## config.mk

```make
export PLATFORM = sky130hd
export DESIGN_NAME = mem_arbiter
export DESIGN_NICKNAME = d
export VERILOG_FILES = /design/src/rtl/mem_arb_pkg.sv /design/src/rtl/arb_rr2.sv /design/src/rtl/mem_arbiter.sv
export SDC_FILE = /design/constraint.sdc
export NUM_CORES = 1
export LEC_CHECK = 0
export CORE_UTILIZATION = 37
export DETAILED_ROUTE_END_ITERATION = 10
export PLACE_DENSITY = 0.76
export SLEW_MARGIN = 10
export SYNTH_ARGS = -nofsm -noshare
export SYNTH_HDL_FRONTEND = slang
export SYNTH_HIERARCHICAL = 1
export SYNTH_SLANG_ARGS = --single-unit
```

## constraint.sdc

```tcl
create_clock -name clk -period 1.8 [get_ports clk]
set_clock_uncertainty 0.05 [all_clocks]
set_input_delay 0.45 -clock clk [delete_from_list [all_inputs] [get_ports clk]]
set_output_delay 0.45 -clock clk [all_outputs]
set_load 0.02 [all_outputs]
```

## src/rtl/mem_arb_pkg.sv

```systemverilog
// Shared constants for the two-port RAM arbiter: FSM state codes, port ids
// and the default watchdog limit.
package mem_arb_pkg;

  // FSM state encoding
  localparam logic [1:0] IDLE = 2'd0;
  localparam logic [1:0] BUSY = 2'd1;
  localparam logic [1:0] DONE = 2'd2;

  // Requester ids, also used as the grant value
  localparam logic PORT0 = 1'b0;
  localparam logic PORT1 = 1'b1;

  // Default number of BUSY cycles tolerated without a RAM ack
  localparam int TIMEOUT_DEF = 15;

  // Last watchdog count before an access is aborted
  function automatic logic [7:0] wd_last(input int timeout);
    return 8'(timeout - 1);
  endfunction

endpackage

```

## src/rtl/arb_rr2.sv

```systemverilog
// Two-way arbiter. Picks a winner from the live requests; when both ports
// request it either alternates (round-robin) or always favours port 0.
module arb_rr2
  import mem_arb_pkg::*;
(
  input  logic       clk,
  input  logic       rst,
  input  logic [1:0] req,
  input  logic       update,
  input  logic       rr_en,
  output logic       winner
);

  logic last_r;
  logic winner_s;

  // Choose the winner from the current requests and the last port served
  always_comb begin
    winner_s = PORT0;
    case (req)
      2'b01: winner_s = PORT0;
      2'b10: winner_s = PORT1;
      2'b11: begin
        if (rr_en) begin
          winner_s = ~last_r;
        end else begin
          winner_s = PORT0;
        end
      end
      default: winner_s = PORT0;
    endcase
  end

  // Remember who was served last; reset value lets port 0 win first contention
  always_ff @(posedge clk) begin
    if (rst) begin
      last_r <= PORT1;
    end else if (update) begin
      last_r <= winner_s;
    end
  end

  assign winner = winner_s;

endmodule

```

## src/rtl/mem_arbiter.sv

```systemverilog
// Shares one multi-cycle RAM between two requesters. The winning request is
// latched so the RAM sees a stable address/data for the whole access, and a
// watchdog aborts accesses the RAM never acknowledges.
module mem_arbiter
  import mem_arb_pkg::*;
#(
  parameter int AW      = 32,
  parameter int DW      = 32,
  parameter int TIMEOUT = TIMEOUT_DEF,
  parameter int RR_EN   = 1
) (
  input  logic          clk,
  input  logic          rst,
  input  logic          p0_req,
  input  logic          p0_we,
  input  logic [AW-1:0] p0_addr,
  input  logic [DW-1:0] p0_wdata,
  output logic [DW-1:0] p0_rdata,
  output logic          p0_ack,
  output logic          p0_stall,
  input  logic          p1_req,
  input  logic          p1_we,
  input  logic [AW-1:0] p1_addr,
  input  logic [DW-1:0] p1_wdata,
  output logic [DW-1:0] p1_rdata,
  output logic          p1_ack,
  output logic          p1_stall,
  output logic          mem_cs,
  output logic          mem_we,
  output logic [AW-1:0] mem_addr,
  output logic [DW-1:0] mem_din,
  input  logic [DW-1:0] mem_dout,
  input  logic          mem_ack,
  output logic          grant,
  output logic          timeout_err
);

  localparam logic [7:0] WD_LAST = wd_last(TIMEOUT);

  logic [1:0]    state_r;
  logic [1:0]    next_state_s;
  logic [7:0]    wdog_r;
  logic          we_r;
  logic [AW-1:0] addr_r;
  logic [DW-1:0] wdata_r;
  logic          grant_r;
  logic          terr_r;
  logic [DW-1:0] rdata0_r;
  logic [DW-1:0] rdata1_r;
  logic [1:0]    req_s;
  logic          winner_s;
  logic          grant_en_s;
  logic          wd_exp_s;

  assign req_s      = {p1_req, p0_req};
  assign grant_en_s = (state_r == IDLE) && (req_s != 2'b00);
  assign wd_exp_s   = (wdog_r == WD_LAST);

  arb_rr2 u_arb (
    .clk    (clk),
    .rst    (rst),
    .req    (req_s),
    .update (grant_en_s),
    .rr_en  (RR_EN != 0),
    .winner (winner_s)
  );

  // State register; reset abandons any access in flight
  always_ff @(posedge clk) begin
    if (rst) begin
      state_r <= IDLE;
    end else begin
      state_r <= next_state_s;
    end
  end

  // Next-state logic: grant on any request, finish on ack or watchdog expiry
  always_comb begin
    next_state_s = state_r;
    case (state_r)
      IDLE: begin
        if (req_s != 2'b00) begin
          next_state_s = BUSY;
        end else begin
          next_state_s = IDLE;
        end
      end
      BUSY: begin
        if (mem_ack || wd_exp_s) begin
          next_state_s = DONE;
        end else begin
          next_state_s = BUSY;
        end
      end
      DONE:    next_state_s = IDLE;
      default: next_state_s = IDLE;
    endcase
  end

  // Output decode: RAM strobes only in BUSY, owner ack only in DONE
  always_comb begin
    mem_cs = 1'b0;
    mem_we = 1'b0;
    p0_ack = 1'b0;
    p1_ack = 1'b0;
    case (state_r)
      BUSY: begin
        mem_cs = 1'b1;
        mem_we = we_r;
      end
      DONE: begin
        p0_ack = (grant_r == PORT0);
        p1_ack = (grant_r == PORT1);
      end
      default: begin
        mem_cs = 1'b0;
        mem_we = 1'b0;
      end
    endcase
  end

  // Latch the winner's request at grant time and run the watchdog in BUSY
  always_ff @(posedge clk) begin
    if (rst) begin
      we_r    <= 1'b0;
      addr_r  <= '0;
      wdata_r <= '0;
      grant_r <= PORT0;
      wdog_r  <= 8'd0;
    end else if (grant_en_s) begin
      grant_r <= winner_s;
      wdog_r  <= 8'd0;
      if (winner_s == PORT1) begin
        we_r    <= p1_we;
        addr_r  <= p1_addr;
        wdata_r <= p1_wdata;
      end else begin
        we_r    <= p0_we;
        addr_r  <= p0_addr;
        wdata_r <= p0_wdata;
      end
    end else if ((state_r == BUSY) && !mem_ack && !wd_exp_s) begin
      wdog_r <= wdog_r + 8'd1;
    end
  end

  // Capture RAM data (or zero on abort) for the owner; remember any abort
  always_ff @(posedge clk) begin
    if (rst) begin
      rdata0_r <= '0;
      rdata1_r <= '0;
      terr_r   <= 1'b0;
    end else if (state_r == BUSY) begin
      if (mem_ack) begin
        if (grant_r == PORT1) begin
          rdata1_r <= mem_dout;
        end else begin
          rdata0_r <= mem_dout;
        end
      end else if (wd_exp_s) begin
        terr_r <= 1'b1;
        if (grant_r == PORT1) begin
          rdata1_r <= '0;
        end else begin
          rdata0_r <= '0;
        end
      end
    end
  end

  assign mem_addr    = addr_r;
  assign mem_din     = wdata_r;
  assign grant       = grant_r;
  assign timeout_err = terr_r;
  assign p0_rdata    = rdata0_r;
  assign p1_rdata    = rdata1_r;
  assign p0_stall    = p0_req & ~p0_ack;
  assign p1_stall    = p1_req & ~p1_ack;

endmodule

```

# Word level (Yosys, flattened, before mapping)
# Index checks and enable logic that the tools add are counted.
dict set report word_totals {
  out_inout_bits 136
  mem_count 0
  in_bits 167
  regBits 142
  latchBits 0
  ramBits 0
  rom_bits 0
}
dict set report op_classes {
  order_cmp 0
  multipliers 0
  addsub 1
  n_reduce_logical 13
  bitwise 7
  div_mod_pow 0
  eq_ne 5
  shift 0
  muxes 19
}
# op count
set ops {}
lappend ops {{two-way mux 32 bit} 10}
lappend ops {{AND reduction 3 bit} 3}
lappend ops {{adder 8 x 1 -> 8 bit (second input constant)} 1}
lappend ops {{== test 8 x 4 -> 1 bit (second input constant)} 1}
lappend ops {{== test 2 bit (second input constant)} 3}
lappend ops {{two-way mux 1 bit} 6}
lappend ops {{NOT 1 bit} 5}
lappend ops {{one-hot mux 2 bit (2 select lines)} 1}
lappend ops {{nonzero test 2 bit} 2}
lappend ops {{logical AND 1 bit} 3}
lappend ops {{bitwise AND 1 bit} 2}
lappend ops {{== test 2 x 1 -> 1 bit (second input constant)} 1}
lappend ops {{zero test 1 bit} 2}
lappend ops {{zero test 2 bit} 1}
lappend ops {{two-way mux 2 bit} 1}
lappend ops {{one-hot mux 1 bit (2 select lines)} 1}
lappend ops {{OR reduction 2 bit} 1}
lappend ops {{logical OR 1 bit} 1}

# Depth between registers and ports, before layout
# Gate-level depths: netlist of the first run.
dict set report depth {
  ltp_word 4
  mapped_depth 8
  ltp_nobuf 5
}

# Hierarchy
# Netlist of the first run, hierarchy kept.
# module instances seq_area_each_um2 area_each_um2 cells_per_inst
set modules_own_cells {}
lappend modules_own_cells {mem_arbiter 1 2822.7 6388.6 644}
lappend modules_own_cells {arb_rr2 1 20.0 51.3 6}

# Worst setup path before layout of the first run
# OpenSTA, ideal clock, no wires.
dict set report synth_path {
  kind {register -> output}
  from {register state_r[1]}
  to {output port p0_stall}
  n_path_buf 1
  path_slack_ns -0.009
  required_time_ns 1.300
  stages_incl_launch_ff 4
  arrival_ns 1.309
  path_cell_list {dfxtp_1 buf_2 nor3b_1 nor2b_1}
}
dict set report synth_between {
  elab_chain_cells 4
}
# item line
set synth_rtl {}
lappend synth_rtl {{from (decl)} mem_arbiter.sv:40} ;# logic [1:0] state_r;
lappend synth_rtl {{from (signal assigned)} mem_arbiter.sv:73} ;# state_r <= next_state_s;
lappend synth_rtl {{== test 2 bit} mem_arbiter.sv:106} ;# case (state_r)
lappend synth_rtl {{two-way mux 1 bit} mem_arbiter.sv:106}
lappend synth_rtl {{via p0_ack} mem_arbiter.sv:19} ;# output logic p0_ack,
lappend synth_rtl {{NOT 1 bit} mem_arbiter.sv:177} ;# assign p0_stall = p0_req & ~p0_ack;
lappend synth_rtl {{bitwise AND 1 bit} mem_arbiter.sv:177}
lappend synth_rtl {{to (decl)} mem_arbiter.sv:20} ;# output logic p0_stall,
# The timed path passes the listed nets, and every way through them passes these cells.

# Worst setup path in the final report of the first run
dict set report layout_path {
  from {register state_r[0]}
  to {output port p1_stall}
}
dict set report layout_between {
  elab_chain_cells 4
}
# item line
set layout_rtl {}
lappend layout_rtl {{== test 2 bit} mem_arbiter.sv:106}
lappend layout_rtl {{two-way mux 1 bit} mem_arbiter.sv:106}
lappend layout_rtl {{NOT 1 bit} mem_arbiter.sv:178} ;# assign p1_stall = p1_req & ~p1_ack;
lappend layout_rtl {{bitwise AND 1 bit} mem_arbiter.sv:178}
lappend layout_rtl {{to (decl)} mem_arbiter.sv:27} ;# output logic p1_stall,
# Every way passes these cells.

==> impl_metrics.csv, run 1 <==
group,metric,value,unit
outcome,status,"complete, but fails checks",
outcome,violations,"setup timing",
logic_synthesis,synth_compound_area_share,32.4,%
grt,grt_pass1_vias,6188,
sta,min_period,1.87,ns
sta,hold_viol_final,0,
sta,setup_slack,-0.0741,ns
setup_path,cp-start-kind,"flop",
grt,grt.busiest_layer,"met2",
drt,drc,0,
die,rows,47,
die,boundaryPins,303,
logic_synthesis,ys_top_cells_by_count,"dfxtp_1, a211oi_1, a21oi_1, mux2i_1, a31oi_1",
sta,fmax,534,MHz
clock_tree,cts_root_buffer,"clkbuf_16",
logic_synthesis,ys_seq_area_share,44.1,%
layout,seqCellArea,2850,µm²
die,die_h,134,µm
setup_path,path_buf_inv,2,
sta,drv_slew,0,
setup_path,slowest_delay,0.35,ns
logic_synthesis,synthAdderAreaFrac,0.389,%
grt,grt_first_pass_wirelength,32900,µm
clock_tree,clock_path_buffers,2,
sta,rsz0062_at_grt,"true",
logic_synthesis,synth_ff_type,"dfxtp_1",
die,die_w,134,µm
logic_synthesis,synth_top_cell_by_area,"dfxtp_1",
sta,fin_crit_sh,104,%
grt,use_met2,39.2,%
sta,worstMarginPinSlew,0.699,ns
drt,drt-initial-drc-count,287,
logic_synthesis,synthArstFlopShare,0,%
layout,multi_input_area,3190,µm²
setup_path,crit_path_max_fanout,3,
layout,n_fill_cell,1475,
clock_tree,cts_buffers,17,
layout,fin_nets,1096,
logic_synthesis,syn_area_per_cell,9.91,µm²
drt,wl,20900,µm
grt,grtUsageMet1,26.4,%
drt,wl_per_cell,18.0,µm
logic_synthesis,synth_cells,650,
setup_path,crit_arrival,1.37,ns
logic_synthesis,yosysTopAreaCellShare,44.1,%
layout,fin_util,60.9,%
clock_tree,clk_latency,0.41,ns
clock_tree,cts_tree,"built",
drt,vias,6431,
setup_path,worst_setup_path_end_kind,"primary output",
grt,antenna_found_initial,1,
grt,grtUsageTotal,23.2,%
logic_synthesis,synth_top_cells_by_area,"dfxtp_1, mux2i_1, a211oi_1, a31oi_1, a311oi_1",
worst_hold_path,holdCritPathClass,"in2reg",
grt,grt_overflow,0,
drt,viasPerCell,5.55,
die,initial_utilization,38.4,%
logic_synthesis,synth_warnings,6,
power,p_per_area,895,nW/µm²
layout,drive_above_1_share,11.7,%
drt,antenna_violating_nets_post_route,0,
sta,setup_viol,2,
setup_path,crit_slowest_cell,"dfxtp_2",
placed_design,gp_congestion,0.794,
sta,relSlewSlack,53.4,%
flow_run,drv_cap,0,
die,core_area,16800,µm²
setup_path,path_cells,"buf_6 -> and3b_2 -> nor2b_1 -> buf_4",
logic_synthesis,yosysMostFrequentCell,"dfxtp_1",
clock_tree,cts_htree_levels,4,
logic_synthesis,syn_nets,819,
logic_synthesis,synthMuxAreaShare,10.7,%
grt,grt.met3_usage,8.96,%
logic_synthesis,synth-seq-cells,142,
clock_tree,clock-sinks,142,
die,dieArea,17900,µm²
layout,area_growth,58.4,%
drt,drtPass1Iterations,5,
logic_synthesis,synth_edf_count,0,
power,vdd_drop_max,0.000664,V
logic_synthesis,synth_area,6440,µm²
setup_path,required,1.30,ns
power,p_leak,4.13,nW
clock_tree,ctsHoldBuffers,0,
setup_path,critPathKind,"reg2out",
grt,grt_start_max_net_pins,97,
logic_synthesis,synthSimpleGateAreaFrac,5.30,%
placed_design,dp_worst_setup_slack,-0.518,ns
clock_tree,clk_pin_slew,0.06,ns
placed_design,post-dp-hpwl,14500,µm
logic_synthesis,ys_types,43,
setup_path,r2r_setup_slack,0.06,ns
logic_synthesis,synth_top_family_by_area,"compound AO/OA/AOI/OAI gates",
setup_path,path_delay_family,"simple AND/OR/NAND/NOR gates",
logic_synthesis,synth_xor_area_share,0,%
placed_design,port_buffers,302,
[stage by stage]
| step | total power [mW] | cells | cell area (µm²) | setup TNS (ns) | hold WS, ns |
|---|---|---|---|---|---|
| floorplan | 4.68 | 650 | 6440 | 0 | 0.398 |
| finish | 9.12 | 1159 | 10200 | -0.135 | 0.403 |
| global placement | 5.75 | 1126 | 9720 | -22.86 | 0.422 |
| global route | 9.53 | 1159 | 10200 | -0.303 | 0.413 |
| CTS | 9.21 | 1157 | 10200 | -0.260 | 0.386 |
| detailed placement | 5.78 | 1126 | 9720 | -23.65 | 0.420 |
[state kept, by name, indices dropped and copies added, names as in the netlist]
| signal | flops |
|---|---|
| p0_rdata | 32 |
| grant | 1 |
| mem_addr | 32 |
| u_arb/last_r | 1 |
| timeout_err | 1 |
| wdog_r | 8 |
| mem_din | 32 |
| state_r | 2 |
| p1_rdata | 32 |
| we_r | 1 |
[layer usage]
| layer | wire [µm] | share of wire, % |
|---|---|---|
| met5 | 0 | 0 |
| met4 | 358 | 1.7 |
| met2 | 10200 | 49 |
| met3 | 2180 | 10 |
| met1 | 8110 | 39 |
[placed cells by master (no fill, tap or decap), drive strengths merged, types with 3 or more instances in the layout]
cell type / synthesis / final
o21ai: 5 / 5
clkinvlp: 0 / 3
dfxtp: 142 / 142
o211ai: 5 / 5
nand3: 3 / 3
buf: 44 / 44
clkbuf: 36 / 20
mux2i: 69 / 69
a311oi: 64 / 64
nand2: 34 / 34
bufinv: 0 / 3
clkinv: 0 / 4
dlygate4sd2: 0 / 131
a211oi: 71 / 71
inv: 8 / 8
a21oi: 69 / 69
clkdlybuf4s50: 0 / 163
nor2b: 4 / 4
nor2: 3 / 3
a211o: 3 / 3
a31oi: 64 / 64
[power breakdown]
part / switching (mW) / leakage [nW] / internal (mW) / total (mW)
registers: 0.120 / 1.16 / 3.38 / 3.50
clock network: 1.31 / 0.284 / 2.24 / 3.55
logic: 1.11 / 2.68 / 0.969 / 2.08
[area by class of cell]
class | instances | share of cell area [%]
tap | 220 | 2.70
multi-input combinational | 420 | 31.3
inverter | 8 | 0.294
timing repair buffer | 338 | 31.9
clock inverter | 10 | 1.37
clock buffer | 20 | 4.48
sequential | 142 | 27.9
antenna | 1 | 0.0245
[cell families after synthesis]
| group | after synthesis |
|---|---|
| mux | 69 |
| simple gates | 62 |
| fa+ha+maj | 2 |
| compound gates | 286 |
| other cells | 1 |
| buf+inv | 88 |
| flops | 142 |
[timing repair]
item / CTS / global route
setup endpoints to repair: 136 / 6
gates resized for setup: 161 / 6
buffers inserted: 1 / 1
pin swaps: 1 / 2
[final timing paths]
kind	from	endpoint	cells after the start
worst max-delay path	state_r[0]	p1_stall	4
worst min-delay path	mem_ack	timeout_err	4
worst max register to register	wdog_r[0]	p0_rdata[9]	6
worst min register to register	wdog_r[7]	wdog_r[7]	2
[tightest hold or removal path, cell delays in order]
cell     delay, ns
buf_2         0.15
inv_1         0.06
a41oi_1       0.08
nor2_1        0.08
Power figures use the tool's default switching activity.
==> inputs of run 2 (changes only) <==
--- a/config.mk
+++ b/config.mk
@@ -8,6 +8,7 @@
 export CORE_UTILIZATION = 37
 export DETAILED_ROUTE_END_ITERATION = 10
 export PLACE_DENSITY = 0.76
+export REMOVE_ABC_BUFFERS = 1
 export SLEW_MARGIN = 10
 export SYNTH_ARGS = -nofsm -noshare
 export SYNTH_HDL_FRONTEND = slang
==> run 2 against run 1 <==
  * Cell count up 0.86%
  * Utilization up 0.73 points
  * The run now ends clean
  * Fmax up 5.5%
  * Highest routed layer unchanged
==> impl_metrics.csv, run 2 (same netlist as run 1, synthesis figures left out) <==
group,metric,value,unit
flow_run,drv_cap,0,
setup_path,critPathMostFrequentCell,"buf_4",
clock_tree,clk_pin_slew,0.06,ns
setup_path,worst_setup_path_end_kind,"flop",
die,boundaryPins,303,
die,die_w,134,µm
sta,fin_crit_sh,98.7,%
placed_design,gp_congestion,0.842,
sta,drv_slew,0,
grt,grt_pass1_vias,6179,
sta,setup_viol,0,
drt,wl,21300,µm
drt,wl_per_cell,18.2,µm
worst_hold_path,holdCritPathClass,"in2reg",
outcome,status,"complete, no violations",
setup_path,critPathKind,"in2reg",
grt,grt_overflow,0,
power,p_per_area,898,nW/µm²
grt,grt.met3_usage,5.59,%
power,vdd_drop_max,0.000634,V
layout,fin_cells,1169,
layout,antenna_cells,0,
setup_path,critical_path.startpoint,"p0_req",
drt,vias,6491,
sta,hold_viol_final,0,
placed_design,dp_worst_setup_slack,-0.449,ns
grt,grt.busiest_layer,"met2",
setup_path,crit_path_max_fanout,7,
setup_path,r2r-end,"p0_rdata[4]",
die,rows,47,
placed_design,post-place-cells,1136,
layout,fin_area,10300,µm²
clock_tree,clk_latency,0.41,ns
clock_tree,cts_htree_levels,4,
drt,drc,0,
sta,setup_slack,0.0232,ns
grt,antenna_found_initial,0,
grt,grtUsageTotal,23.3,%
clock_tree,clock_path_buffers,2,
drt,drtPass1Iterations,5,
setup_path,worstSetupPathDepth,7,
sta,rsz0062_at_grt,"true",
clock_tree,cts_tree,"built",
setup_path,slowest_delay,0.45,ns
drt,viasPerCell,5.55,
clock_tree,clock-sinks,142,
setup_path,rr_startpoint,"wdog_r[0]",
setup_path,required,2.03,ns
setup_path,r2r_cells,6,
setup_path,crit_slowest_cell,"clkdlybuf4s50_1",
layout,n_fill_cell,1457,
die,die_h,134,µm
grt,grtUsageMet1,28.8,%
sta,holdWs,0.332,ns
drt,antenna_violating_nets_post_route,0,
layout,fin_nets,1107,
layout,drive_above_1_share,13.6,%
sta,min_period,1.78,ns
setup_path,r2r_setup_slack,0.11,ns
setup_path,cp-start-kind,"primary input",
setup_path,path_delay_family,"buffers and inverters",
die,initial_utilization,38.4,%
layout,layout_common_cells,"clkdlybuf4s50_1, dfxtp_1, dlygate4sd2_1",
setup_path,crit_arrival,2.01,ns
grt,grt_start_max_net_pins,69,
layout,final_common_cell,"clkdlybuf4s50_1",
grt,grt_first_pass_wirelength,33100,µm
clock_tree,cts_root_buffer,"clkbuf_16",
power,p_leak,4.19,nW
grt,use_met2,38.4,%
placed_design,port_buffers,302,
die,core_area,16800,µm²
placed_design,post-dp-hpwl,14700,µm
clock_tree,cts_buffers,17,
setup_path,path_buf_inv,3,
setup_path,endpoint,"mem_din[5]",
drt,drt-initial-drc-count,367,
layout,area_growth,60.3,%
placed_design,postPlaceCellArea,9810,µm²
die,dieArea,17900,µm²
sta,fmax,563,MHz
setup_path,path_cells,"clkdlybuf4s50_1 -> buf_4 -> o21ai_2 -> and2_4 -> buf_4 -> mux2i_1 -> a211oi_1",
-- run 2: stage by stage --
| step | setup TNS, ns | total power, mW | util [%] |
|---|---|---|---|
| 6_report | 0 | 9.27 | 61.6 |
| 5_1_grt | -0.0415 | 9.65 | 61.6 |
| 4_1_cts | 0 | 9.33 | 61.2 |
| 3_5_place_dp | -26.05 | 5.81 | 58.5 |
| 3_3_place_gp | -23.43 | 5.79 | 58.5 |
| 2_1_floorplan | -198.18 | 4.54 | - |
-- run 2: routing by layer --
metal,up-vias,wire [µm],part of all wire [%]
met3,38,1160,5.5
met4,0,543,2.6
met5,-,0,0
met1,3104,8860,42
met2,213,10700,50
li1,3136,-,-
-- run 2: timing repair --
action,4_1_cts,5_1_grt
hold buffers,0,0
endpoints found under the hold margin,0,0
gates resized for setup,154,16
setup buffers,2,0
gates cloned,0,1
endpoints found under the setup margin,138,48
pin swaps,1,1
-- run 2: how the worst min path moves through the flow --
stage,startpoint,to,slack [ns],cells after the start
3_3_place_gp,wdog_r[7],wdog_r[7],0.41,2
5_1_grt,rst,mem_din[23],0.33,2
2_1_floorplan,wdog_r[7],wdog_r[7],0.40,2
6_report,rst,mem_addr[5],0.33,2
4_1_cts,rst,mem_addr[5],0.32,2
3_5_place_dp,timeout_err,timeout_err,0.42,2
-- run 2: cell type report --
| class | instances | area (µm²) | area share [%] |
|---|---|---|---|
| clock buffers | 19 | 443 | 4.29 |
| clock inverters | 11 | 168 | 1.62 |
| inverters | 8 | 30.0 | 0.291 |
| multi-input cells | 421 | 3230 | 31.3 |
| flip-flops and latches | 142 | 2850 | 27.6 |
| well taps | 220 | 275 | 2.67 |
| repair buffers | 348 | 3330 | 32.2 |
-- run 2: where the power goes --
group	total, mW	internal [mW]	switching [mW]	leakage, nW
logic	2.13	0.984	1.15	2.73
registers	3.49	3.38	0.117	1.16
clock network	3.65	2.34	1.31	0.295
